<file path="src/rtl/fpu_pkg.sv">
// Shared types and constants for the FPU configuration-stream transmitter.
// The beat_word helper defines the order in which the eight words go out.
package fpu_pkg;

  typedef enum logic [1:0] {
    IDLE,
    SEND,
    WAIT_DONE
  } fpu_state_e;

  localparam logic [31:0] FPU_CMD_START = 32'h0000_0001;
  localparam int          FPU_CFG_BEATS = 8;

  localparam logic [2:0] CFG_CTRL     = 3'd0;
  localparam logic [2:0] CFG_FILT0    = 3'd1;
  localparam logic [2:0] CFG_FILT1    = 3'd2;
  localparam logic [2:0] CFG_FILT2    = 3'd3;
  localparam logic [2:0] CFG_WIDTH    = 3'd4;
  localparam logic [2:0] CFG_HEIGHT   = 3'd5;
  localparam logic [2:0] CFG_SRC_ADDR = 3'd6;
  localparam logic [2:0] CFG_DST_ADDR = 3'd7;

  localparam int CTRL_START_BIT = 0;
  localparam int CTRL_CLEAR_BIT = 1;

  typedef logic [2:0] beat_idx_t;

  localparam beat_idx_t LAST_BEAT = beat_idx_t'(FPU_CFG_BEATS - 1);

  // CPU-visible shadow set; CTRL is a strobe register and is not stored.
  typedef struct packed {
    logic [31:0] filt0;
    logic [31:0] filt1;
    logic [31:0] filt2;
    logic [31:0] width;
    logic [31:0] height;
    logic [31:0] src_addr;
    logic [31:0] dst_addr;
  } cfg_regs_t;

  typedef struct packed {
    logic done;
    logic err_busy;
    logic err_param;
    logic err_timeout;
  } sticky_t;

  function automatic logic [31:0] beat_word(input cfg_regs_t regs, input beat_idx_t idx);
    logic [31:0] word;
    case (idx)
      3'd1:    word = regs.filt0;
      3'd2:    word = regs.filt1;
      3'd3:    word = regs.filt2;
      3'd4:    word = regs.width;
      3'd5:    word = regs.height;
      3'd6:    word = regs.src_addr;
      3'd7:    word = regs.dst_addr;
      default: word = FPU_CMD_START;
    endcase
    return word;
  endfunction

endpackage

</file>
<file path="src/rtl/fpu_watchdog.sv">
// Clear/enable up-counter that flags when it sits on its last count.
// The counter saturates there, so a late enable never wraps back to zero.
module fpu_watchdog #(
  parameter int TIMEOUT_CYCLES = 1048576
) (
  input  logic clk,
  input  logic rst_n,
  input  logic clr_i,
  input  logic en_i,
  output logic expired_o
);

  localparam int CW = (TIMEOUT_CYCLES > 1) ? $clog2(TIMEOUT_CYCLES) : 1;
  localparam logic [CW-1:0] LAST_COUNT = CW'(TIMEOUT_CYCLES - 1);

  logic [CW-1:0] count_q, count_d;

  // NOTE: every combinational output gets its default first, so no branch can infer a latch.
  always_comb begin
    count_d = count_q;
    if (clr_i) begin
      count_d = '0;
    end else if (en_i && (count_q != LAST_COUNT)) begin
      count_d = count_q + CW'(1);
    end
  end

  // NOTE: state is updated with <= only; blocking writes here would race other flops.
  always_ff @(posedge clk or negedge rst_n) begin
    if (!rst_n) begin
      count_q <= '0;
    end else begin
      count_q <= count_d;
    end
  end

  assign expired_o = en_i && (count_q == LAST_COUNT);

endmodule

</file>
<file path="src/rtl/fpu_cfg_sender.sv">
// Host-side transmitter of the FPU configuration stream: CPU shadow registers,
// an 8-beat launch sequence with stall backpressure, and a done/watchdog wait.
module fpu_cfg_sender
  import fpu_pkg::*;
#(
  parameter int TIMEOUT_CYCLES = 1048576,
  parameter int MIN_DIM        = 3,
  parameter int MAX_DIM        = 4096
) (
  input  logic        clk,
  input  logic        rst_n,
  input  logic        cfg_wr,
  input  logic [2:0]  cfg_addr,
  input  logic [31:0] cfg_wdata,
  input  logic        stall,
  input  logic        fpu_done,
  output logic [31:0] data_mem,
  output logic        mapped_data_valid,
  output logic        busy,
  output logic        done,
  output logic        err_busy,
  output logic        err_param,
  output logic        err_timeout
);

  localparam logic [31:0] MIN_DIM_W = 32'(MIN_DIM);
  localparam logic [31:0] MAX_DIM_W = 32'(MAX_DIM);

  fpu_state_e state_q, state_d;
  beat_idx_t  idx_q, idx_d;
  cfg_regs_t  regs_q, regs_d;
  sticky_t    sticky_q, sticky_d;

  logic in_job;
  logic ctrl_wr;
  logic clear_only;
  logic clear_req;
  logic start_req;
  logic dims_ok;
  logic wd_expired;

  function automatic logic dim_legal(input logic [31:0] dim);
    return (dim >= MIN_DIM_W) && (dim <= MAX_DIM_W);
  endfunction

  assign in_job     = (state_q != IDLE);
  assign ctrl_wr    = cfg_wr && (cfg_addr == CFG_CTRL);
  assign clear_only = ctrl_wr && cfg_wdata[CTRL_CLEAR_BIT] && !cfg_wdata[CTRL_START_BIT];
  // During a job only the clear-only CTRL write gets through; everything else is refused.
  assign clear_req  = in_job ? clear_only : (ctrl_wr && cfg_wdata[CTRL_CLEAR_BIT]);
  assign start_req  = !in_job && ctrl_wr && cfg_wdata[CTRL_START_BIT];
  assign dims_ok    = dim_legal(regs_q.width) && dim_legal(regs_q.height);

  always_comb begin
    state_d  = state_q;
    idx_d    = idx_q;
    regs_d   = regs_q;
    // Clear is applied before any set below, so a same-cycle event survives it.
    sticky_d = clear_req ? '0 : sticky_q;

    if (in_job && cfg_wr && !clear_only) begin
      sticky_d.err_busy = 1'b1;
    end

    unique case (state_q)
      IDLE: begin
        if (cfg_wr) begin
          case (cfg_addr)
            CFG_FILT0:    regs_d.filt0    = cfg_wdata;
            CFG_FILT1:    regs_d.filt1    = cfg_wdata;
            CFG_FILT2:    regs_d.filt2    = cfg_wdata;
            CFG_WIDTH:    regs_d.width    = cfg_wdata;
            CFG_HEIGHT:   regs_d.height   = cfg_wdata;
            CFG_SRC_ADDR: regs_d.src_addr = cfg_wdata;
            CFG_DST_ADDR: regs_d.dst_addr = cfg_wdata;
            default:      ;
          endcase
        end
        if (start_req) begin
          if (dims_ok) begin
            state_d = SEND;
            idx_d   = '0;
          end else begin
            sticky_d.err_param = 1'b1;
          end
        end
      end

      SEND: begin
        if (!stall) begin
          idx_d = idx_q + beat_idx_t'(1);
          if (idx_q == LAST_BEAT) begin
            state_d = WAIT_DONE;
          end
        end
      end

      WAIT_DONE: begin
        // A done pulse on the expiry cycle takes priority over the timeout.
        if (fpu_done) begin
          state_d       = IDLE;
          sticky_d.done = 1'b1;
        end else if (wd_expired) begin
          state_d              = IDLE;
          sticky_d.err_timeout = 1'b1;
        end
      end

      default: begin
        state_d = IDLE;
      end
    endcase
  end

  always_ff @(posedge clk or negedge rst_n) begin
    if (!rst_n) begin
      state_q  <= IDLE;
      idx_q    <= '0;
      // NOTE: the shadow set is reset too; software may launch without writing every register.
      regs_q   <= '0;
      sticky_q <= '0;
    end else begin
      state_q  <= state_d;
      idx_q    <= idx_d;
      regs_q   <= regs_d;
      sticky_q <= sticky_d;
    end
  end

  fpu_watchdog #(
    .TIMEOUT_CYCLES(TIMEOUT_CYCLES)
  ) u_watchdog (
    .clk      (clk),
    .rst_n    (rst_n),
    .clr_i    (state_q != WAIT_DONE),
    .en_i     (state_q == WAIT_DONE),
    .expired_o(wd_expired)
  );

  // Valid is decoded straight from the state flop so an async reset drops it at once.
  assign mapped_data_valid = (state_q == SEND);
  assign data_mem          = mapped_data_valid ? beat_word(regs_q, idx_q) : '0;
  assign busy              = in_job;
  assign done              = sticky_q.done;
  assign err_busy          = sticky_q.err_busy;
  assign err_param         = sticky_q.err_param;
  assign err_timeout       = sticky_q.err_timeout;

endmodule

</file>
<file path="config.mk">
export PLATFORM = sky130hd
export DESIGN_NAME = fpu_cfg_sender
export DESIGN_NICKNAME = d
export VERILOG_FILES = /design/src/rtl/fpu_pkg.sv /design/src/rtl/fpu_watchdog.sv /design/src/rtl/fpu_cfg_sender.sv
export SDC_FILE = /design/constraint.sdc
export NUM_CORES = 1
export LEC_CHECK = 0
export ABC_CLOCK_PERIOD_IN_PS = 2800
export CORE_ASPECT_RATIO = 0.75
export CORE_UTILIZATION = 46
export CTS_CLUSTER_DIAMETER = 60
export DETAILED_ROUTE_END_ITERATION = 7
export GPL_ROUTABILITY_DRIVEN = 0
export PLACE_DENSITY = 0.75
export SLEW_MARGIN = 10
export SYNTH_ARGS = -nofsm -noshare
export SYNTH_HDL_FRONTEND = slang
export SYNTH_SLANG_ARGS = --single-unit
</file>
<file path="constraint.sdc">
create_clock -name clk -period 2.8 [get_ports clk]
set_input_delay 0.42 -clock clk [delete_from_list [all_inputs] [get_ports clk]]
set_output_delay 0.42 -clock clk [all_outputs]
set_load 0.005 [all_outputs]
</file>
# After elaboration in Yosys (flattened, before gate mapping)
# Cells that the tools add are included.
# totals
input_bits	40
reg_bits	253
latch_bits	0
romBits	0
ramBits	0
n_memories	0
elab_cells	100
output_inout_bits	38
# op_classes
n_shift	0
bitwise	0
reduce_logical	30
n_mux	26
order_cmp	4
n_div	0
mul	0
n_eq_ne	24
n_addsub	2
# op_table
op	count
case mux 32 bit (7 select lines)	1
>= comparator 32 x 2 -> 1 bit, second input constant	2
less-or-equal comparator 32 x 13 -> 1 bit, second input constant	2
two-way mux 20 bit	2
two-way mux 32 bit	1
== test 3 bit, second input constant	8
AND reduction 3 bit	7
adder 20 x 1 -> 20 bit, second input constant	1
== test 20 bit, second input constant	1
!= test 20 bit, second input constant	1
== test 3 x 2 -> 1 bit, second input constant	4
logical AND 1 bit	12
two-way mux 2 bit	6
two-way mux 1 bit	10
two-way mux 3 bit	3
!= test 2 bit, second input constant	4
nonzero test 2 bit	4
== test 3 x 1 -> 1 bit, second input constant	2
case mux 2 bit (3 select lines)	1
case mux 3 bit (2 select lines)	1
AND reduction 5 bit	1
two-way mux 4 bit	1
AND reduction 4 bit	1
adder 3 x 1 -> 3 bit, second input constant	1
other kinds (7)	9

# Depth between registers and ports, before layout
# Gate-level depths: netlist (run 1).
# logic_depth
word_depth	9
mapped_depth	10
ltp_nobuf	7

# By module
# Synthesis (run 1) repeated with hierarchy kept, for this count alone.
# hier_totals
cells_unflattened	894
hier_area_um2	11708.7
# modules_own_cells
module	seq_area_each_um2	area_each_um2	cells_per_inst	instances
fpu_cfg_sender	5830.6	10368.7	757	1
fpu_watchdog	500.5	1340.0	137	1

# Worst setup path after synthesis (run 1)
# OpenSTA, ideal clock, no wires.
# synth_path
kind	reg2out
start	register idx_q[2]
end	output port data_mem[10]
path_buffers	4
stages_incl_launch_ff	11
arrival_time_ps	1765
required_time_ps	2380
slack_ps	615
path_cell_list	dfrtp_1 -> buf_2 -> buf_2 -> inv_1 -> ha_1 -> clkbuf_1 -> nor2_1 -> nand2_1 -> nand2_1 -> clkbuf_1 -> a31oi_1
# synth_via
elab_chain_len	3
word_cells_on_any_way	9
cone_classes	eq/ne (7); mux (2)
# synth_rtl
element	line	rtl
from (decl)	fpu_cfg_sender.sv:30	beat_idx_t idx_q, idx_d;
from (signal assigned)	fpu_cfg_sender.sv:124	idx_q <= idx_d;
== test 3 bit (tied with other cells)	fpu_pkg.sv:50	case (idx)
case mux 32 bit (7 select lines) *	fpu_pkg.sv:50	
two-way mux 32 bit *	fpu_cfg_sender.sv:142	assign data_mem = mapped_data_valid ? beat_word(regs_q, idx_q) : '0;
to (decl)	fpu_cfg_sender.sv:17	output logic [31:0] data_mem,
# Every way passes the cells marked *; elsewhere a longest branch is shown, timed or not.

# Worst setup path in the final report (run 1)
# layout_path
start	register idx_q[0]
end	output port data_mem[0]
# Same word-level chain as after synthesis.

==> run metrics, run 1 <==
outcome=finished, violations left; failing checks=setup timing; drt total wl=slightly above 30000 um; ANT cells=0; top post-synthesis cells by area=dfrtp_1, mux2_1, mux2_2, a222oi_1, a22oi_1; Leakage=roughly 6 nW; Max-Cap Viols=0; endpoint kind of the worst setup timing path=output pin; clock power share=a little over a third; Worst-Skew Late Latency=0.53 ns; power share of the combinational group=12.2%; part of the power in registers=about half; DIE WIDTH=184.1 um; r2r worst-path depth=5; GRT Total Usage=24.09%; dpl hpwl=approximately 18000 um; drt drc=0; finished layout cell area=between 10000 and 15000 um2; EDFF count, synth=0; Crit Path Max Fanout=8; global-route wire length before repair=47680 um; # rows=49; Slew Viols, Final=0; WS Path Type=flop to output pin; area leader, netlist=dfrtp_1; CP startpoint kind=flop; register area share after synthesis=a little under three fifths; synthesized area=between 10000 and 15000 um2; final setup violation count=16; Crit path arrival time=around 2.5 ns; FF+latch count, synth=around 250; worst slew pin tran=0.5327 ns; Post-Syn Nets=roughly 910; syn avg cell area=13.30 um2; switching part of the total=between 20% and 30%; Worst EP required=between 2 and 2.5 ns; vias per cell=slightly above 6; ratio of cells with drive above 1 in the final layout=between 20% and 30%; period utilisation layout=103.3%; crit-path cells=inv_4 > ha_4 > and2_4 > buf_12 > buf_12 > clkbuf_16 > a222oi_1 > a31oi_2 > buf_2; post-route ant nets=0; relative slew slack=64.48%; net switching power=between 2 and 2.5 mW; core area=approximately 24000 um2; Worst Path Buf+Inv=5; final total negative setup slack=-0.7388 ns; P_int=a little over 7 mW; clock root buffer=clkbuf_16; CTS tree=built; maximum VDD drop=~0.5 mV; Synth top area share=55.37%; Post-synth ARST share=100.0%; Longest Clk Path Bufs=3; fin crit period=about 2.9 ns; Num CTS Buffers=25; vias=~8000; Largest delay share family, worst path=buffers and inverters; WP depth=9; Worst-path clk slew=about 0.060 ns; H-Tree Depth=1; die outline height=about 140 um; worst min path class=input port to asynchronous set/reset pin; Setup Skew=approximately 0.007 ns; Synth warnings=0; # clock sinks=approximately 250; Critical Path Slowest Stage Cell=dfrtp_2; WL per Instance=23.01 um; First DRT Iteration DRCs=roughly 930; cell area power density=665.5 nW/um2; Buffers on Ports=77; vias in the first global route=8166; cell mode on critical path=buf_12; starting density of the core=47.34%; initial antenna violation count=0; Final Hold Vio Count=0; total die area=roughly 25000 um2; Setup WS post-layout=-0.09348 ns; Post-DP Area=12800 um2; area grow syn2layout=24.61%; nets@finish=just over 1000; dominant synthesized flop cell=dfrtp_1; post-synth cell types=48; RSZ-0062 raised after global routing=yes; Detailed Routing Iterations Pass 1=7; Overflow after GRT=0; Synth Instances=860; # IOs=78; worst stage delay on the critical path=~0.45 ns; fmax=approximately 350 MHz; pin count of the biggest net entering global routing=roughly 70
## area by class of cell
type | count | area, um2
fillers | 1907 | 9907
flip-flops and latches | 253 | 6335
multi-input cells | 541 | 5145
repair buffers | 145 | 1485
clock buffers | 33 | 705.7
well taps | 331 | 414.1
clock inverters | 12 | 121.4
inverters | 10 | 42.54
## cell usage after synthesis (all sizes together), types with 11 or more instances
master    n
nand4    14
buf      28
a31oi    33
clkbuf   28
mux2    247
nand2    37
nor2     23
a21oi    11
a222oi   32
nor4     14
dfrtp   253
a22oi    41
## metrics by stage
stage               hold WS (ns)  worst slack, ns  total power, mW  cells  util (%)
global route              0.4956          -0.1900            9.882   1325     58.99
floorplan                 0.1244           0.6149            5.582    860         -
detailed placement        0.4144           0.1102            6.075   1251     53.00
global placement          0.4214           0.1910            5.983   1251     53.00
CTS                       0.4593         -0.09315            9.501   1316     58.53
finish                    0.4493         -0.09348            9.483   1325     58.99
## path summary, 6_finish.rpt
path / startpoint / endpoint / slack (ns)
worst max-delay path: idx_q[0]$_DFFE_PN0P_ / data_mem[0] / -0.09
worst min-delay path: rst_n / regs_q[187]$_DFFE_PN0P_ / 0.45
worst max register to register: regs_q[102]$_DFFE_PN0P_ / idx_q[1]$_DFFE_PN0P_ / 0.79
worst min register to register: regs_q[41]$_DFFE_PN0P_ / regs_q[41]$_DFFE_PN0P_ / 0.48
max in group asynchronous: rst_n / idx_q[1]$_DFFE_PN0P_ / 1.50
min in group clk: regs_q[41]$_DFFE_PN0P_ / regs_q[41]$_DFFE_PN0P_ / 0.48
## metal layers
| layer | global-route usage (%) | up-vias | wire length, um |
|---|---|---|---|
| met5 | 0 | - | 0 |
| met4 | 6.404 | 0 | 648 |
| met3 | 4.018 | 55 | 2068 |
| met2 | 37.18 | 328 | 13940 |
| met1 | 35.27 | 4160 | 13840 |
| li1 | - | 3499 | - |
## layout by cell type, fill, tap and decap left out, types with 10 or more instances in the layout
master / instances
buf_12: 14
nand4_1: 14
clkbuf_16: 27
dfrtp_1: 250
clkdlybuf4s50_1: 44
nor2_1: 22
nand2_1: 32
buf_6: 10
a31oi_1: 10
mux2_2: 82
clkbuf_2: 13
a31oi_2: 14
buf_2: 14
nor4_1: 14
buf_4: 35
a222oi_1: 32
a22oi_1: 36
mux2_1: 165
a21oi_1: 11
## flip-flops by register name, indices dropped and copies added, names as in the netlist
signal,cells
idx_q,3
err_timeout,1
regs_q,224
err_param,1
state_q,2
err_busy,1
u_watchdog.count_q,20
done,1
## cell families (layout without fill, tap and decap cells)
group | Yosys count | count (layout) | share of synthesized area, %
xor+xnor | 16 | 16 | 1.226
fa+ha+maj | 7 | 7 | 0.7659
flops | 253 | 253 | 55.37
buf+inv | 66 | 200 | 2.757
compound gates | 138 | 138 | 9.356
simple gates | 133 | 133 | 6.204
mux | 247 | 247 | 24.32
## worst register-to-register path: cells and delay by family, from the launching register on
family / cells / cell delay [ns]
simple gates: 3 / 1.08
flops: 1 / 0.42
compound gates: 2 / 0.36
## power groups by stage
stage	combinational [mW]	sequential (mW)	clock, mW
2_1_floorplan	0.810	4.77	0
3_5_place_dp	1.13	4.94	0
6_report	1.16	4.92	3.40
4_1_cts	1.17	4.89	3.45
3_3_place_gp	1.08	4.90	0
5_1_grt	1.28	5.01	3.59
## repair_timing
| item | in CTS | in global routing |
|---|---|---|
| endpoints found under the hold margin | 63 | 0 |
| gates resized for setup | 146 | 44 |
| pin swaps | 28 | 40 |
| gates cloned | 4 | 2 |
| hold buffers | 1 | 0 |
| setup buffers | 15 | 7 |
| endpoints found under the setup margin | 32 | 32 |
(Power assumes the default switching activity.)
==> inputs of run 2 (changes only) <==
--- a/config.mk
+++ b/config.mk
@@ -11,8 +11,9 @@
 export CTS_CLUSTER_DIAMETER = 60
 export DETAILED_ROUTE_END_ITERATION = 7
 export GPL_ROUTABILITY_DRIVEN = 0
-export PLACE_DENSITY = 0.75
+export PLACE_DENSITY = 0.72
 export SLEW_MARGIN = 10
 export SYNTH_ARGS = -nofsm -noshare
 export SYNTH_HDL_FRONTEND = slang
 export SYNTH_SLANG_ARGS = --single-unit
+export TNS_END_PERCENT = 30
==> run 2 against run 1 <==
  * The flow still finishes with violations (setup timing)
  * Via count is essentially flat
  * Fmax shrank 1.2%
  * Critical path depth shrank 1
  * Sequential cell count is the same
  * Register-to-register slack gained 0.02 ns
  * Wire length shrank 1.8%
  * Combinational power is essentially flat
  * Die area is the same
  * Clock-buffer cell count shrank 1
  * Setup slack lost 0.036 ns
  * Cell area shrank 1.3%
  * First-iteration DRC count shrank 13%
==> run metrics, run 2 (synthesis results as in run 1) <==
worst slew pin tran=0.6309 ns (+0.09812 ns); dpl cells=1250 (-0.080%); ANT cells=0 (unchanged); Largest regs=regs_q (224), u_watchdog.count_q (20), idx_q (3); post-route ant nets=0 (unchanged); outcome=finished, violations left; global-route wire length before repair=46780 um (-1.9%); nets@finish=1006 (-1.7%); # rows=49 (unchanged); Setup crit start=idx_q[1]$_DFFE_PN0P_; Non-Filler Instances=1306 (-1.4%); H-Tree Depth=1 (unchanged); Setup WS post-layout=-0.1290 ns (-0.03551 ns); final total negative setup slack=-0.7343 ns (+0.004436 ns); max FFs per register=224 (unchanged); drt total wl=29930 um (-1.8%); relative slew slack=57.94% (-6.5 points); Worst-Skew Late Latency=0.54 ns (about the same); crit path capture=data_mem[30]; GRT Total Usage=23.56% (-0.53 points); ratio of cells with drive above 1 in the final layout=24.00% (-4.2 points); period utilisation layout=104.6% (+1.3 points); WS Path Type=flop to output pin; part of the power in registers=51.0% (-0.9 points); Setup WS pre-CTS=0.1858 ns (+0.07557 ns); Crit Path Max Fanout=6 (-2); maximum VDD drop=0.4536 mV (-9.3%); drt drc=0 (unchanged); failing checks=setup timing; DIE WIDTH=184.1 um (unchanged); First DRT Iteration DRCs=817 (-13%); area grow syn2layout=22.99%; clock root buffer=clkbuf_16; Leakage=5.882 nW (+0.76%); Biggest register=regs_q; pin count of the biggest net entering global routing=79 (+14%); RSZ-0062 raised after global routing=yes; Slew Viols, Final=0 (unchanged); net switching power=2.424 mW (+0.23%); WL per Instance=22.92 um (-0.41%); final setup violation count=14 (-2); launch point of the worst reg-to-reg path=regs_q[74]$_DFFE_PN0P_; total power=9.632 mW (+1.6%); Worst-path clk slew=0.07 ns (about the same); Crit path arrival time=2.51 ns (+0.04 ns); worst hold margin=0.4524 ns (+0.003140 ns); fin crit period=2.929 ns (+0.03551 ns); Longest Clk Path Bufs=3 (unchanged); fmax=341.4 MHz (-1.2%); worst r2r dst=state_q[0]$_DFFE_PN0P_; vias per cell=6.152 (+1.4%); initial antenna violation count=1 (+1); most frequent cells in the layout=dfrtp_1, mux2_1, mux2_2; Setup Skew=0.01394 ns (+0.006906 ns); Final Hold Vio Count=0 (unchanged); Buffers on Ports=77 (unchanged); Overflow after GRT=0 (unchanged); worst min path class=input port to asynchronous set/reset pin; CTS tree=built; R2R setup slack=0.81 ns (+0.02 ns); # clock sinks=253 (unchanged); die outline height=138.5 um (unchanged); power share of the combinational group=11.9% (-0.3 points); switching part of the total=25.17% (-0.34 points); Num CTS Buffers=26 (+4.0%); cell area power density=684.9 nW/um2 (+2.9%); commonest non-fill, non-tap cell in the layout=dfrtp_1; core area=24160 um2 (unchanged); vias=8034 (-0.099%); starting density of the core=47.34% (unchanged); total die area=25500 um2 (unchanged); Max-Cap Viols=0 (unchanged); # IOs=78 (unchanged); endpoint kind of the worst setup timing path=output pin; vias in the first global route=8085 (-0.99%); Worst EP required=2.38 ns (about the same); clock power share=37.1% (+1.2 points); dpl hpwl=18140 um (-0.15%); P_int=7.208 mW (+2.0%); Detailed Routing Iterations Pass 1=8 (+1); CP startpoint kind=flop; r2r worst-path depth=5 (unchanged)
-- run 2: cell count changes in the layout (fill, tap and decap cells not counted), moves of 5 or more --
cell / delta
a31oi_1: +5
a31oi_4: -7
buf_2: -11
buf_4: -13
clkbuf_2: -8
clkdlybuf4s15_1: +5
dlygate4sd2_1: +10
dlymetal6s2s_1: +6
-- run 2: area by class of cell --
type	instances	area, um2
fill	1930	10090
sequential	253	6335
multi-input combinational	541	5037
timing repair buffer	127	1360
clock buffer	32	723.2
tap	331	414.1
clock inverter	12	156.4
inverter	10	37.54
-- run 2: routing by layer --
metal	vias to the layer above	wire [um]	track usage (%)
li1	3465	-	-
met1	4197	13810	34.91
met2	320	13550	35.45
met3	50	1930	4.044
met4	2	631	7.018
met5	-	10	0
-- run 2: repair_timing --
action / in CTS / in global routing
resized for setup: 92 / 29
gates cloned: 1 / 3
pin swaps: 46 / 22
setup buffers: 3 / 4
hold buffers: 1 / 0
setup endpoints to repair: 32 / 32
endpoints found under the hold margin: 73 / 0
-- run 2: worst min path at each step --
stage / endpoint / slack [ns]
5_1_grt: regs_q[53]$_DFFE_PN0P_ / 0.50
3_5_place_dp: regs_q[56]$_DFFE_PN0P_ / 0.46
4_1_cts: regs_q[53]$_DFFE_PN0P_ / 0.48
6_report: regs_q[56]$_DFFE_PN0P_ / 0.45
2_1_floorplan: done$_DFF_PN0_ / 0.12
3_3_place_gp: regs_q[56]$_DFFE_PN0P_ / 0.46
-- run 2: stage by stage --
step	instance area, um2	utilization (%)
6_report	14060	58.22
5_1_grt	14060	58.22
4_1_cts	13920	57.61
3_5_place_dp	12770	52.86
3_3_place_gp	12770	52.86
2_1_floorplan	11430	-
-- run 2: critical path: stages (launching register included) --
cell,delay (ns)
dfrtp_2,0.45
buf_6,0.14
ha_4,0.17
nor2b_2,0.17
buf_6,0.14
a222oi_1,0.31
a31oi_1,0.17
buf_4,0.17
dlygate4sd2_1,0.25
-- run 2: power groups by stage --
| stage | Sequential (mW) | Clock, mW | Combinational (mW) |
|---|---|---|---|
| 2_1_floorplan | 4.77 | 0 | 0.810 |
| 3_3_place_gp | 4.91 | 0 | 1.08 |
| 3_5_place_dp | 4.94 | 0 | 1.14 |
| 4_1_cts | 4.89 | 3.61 | 1.16 |
| 5_1_grt | 5.00 | 3.76 | 1.26 |
| 6_report | 4.91 | 3.57 | 1.15 |
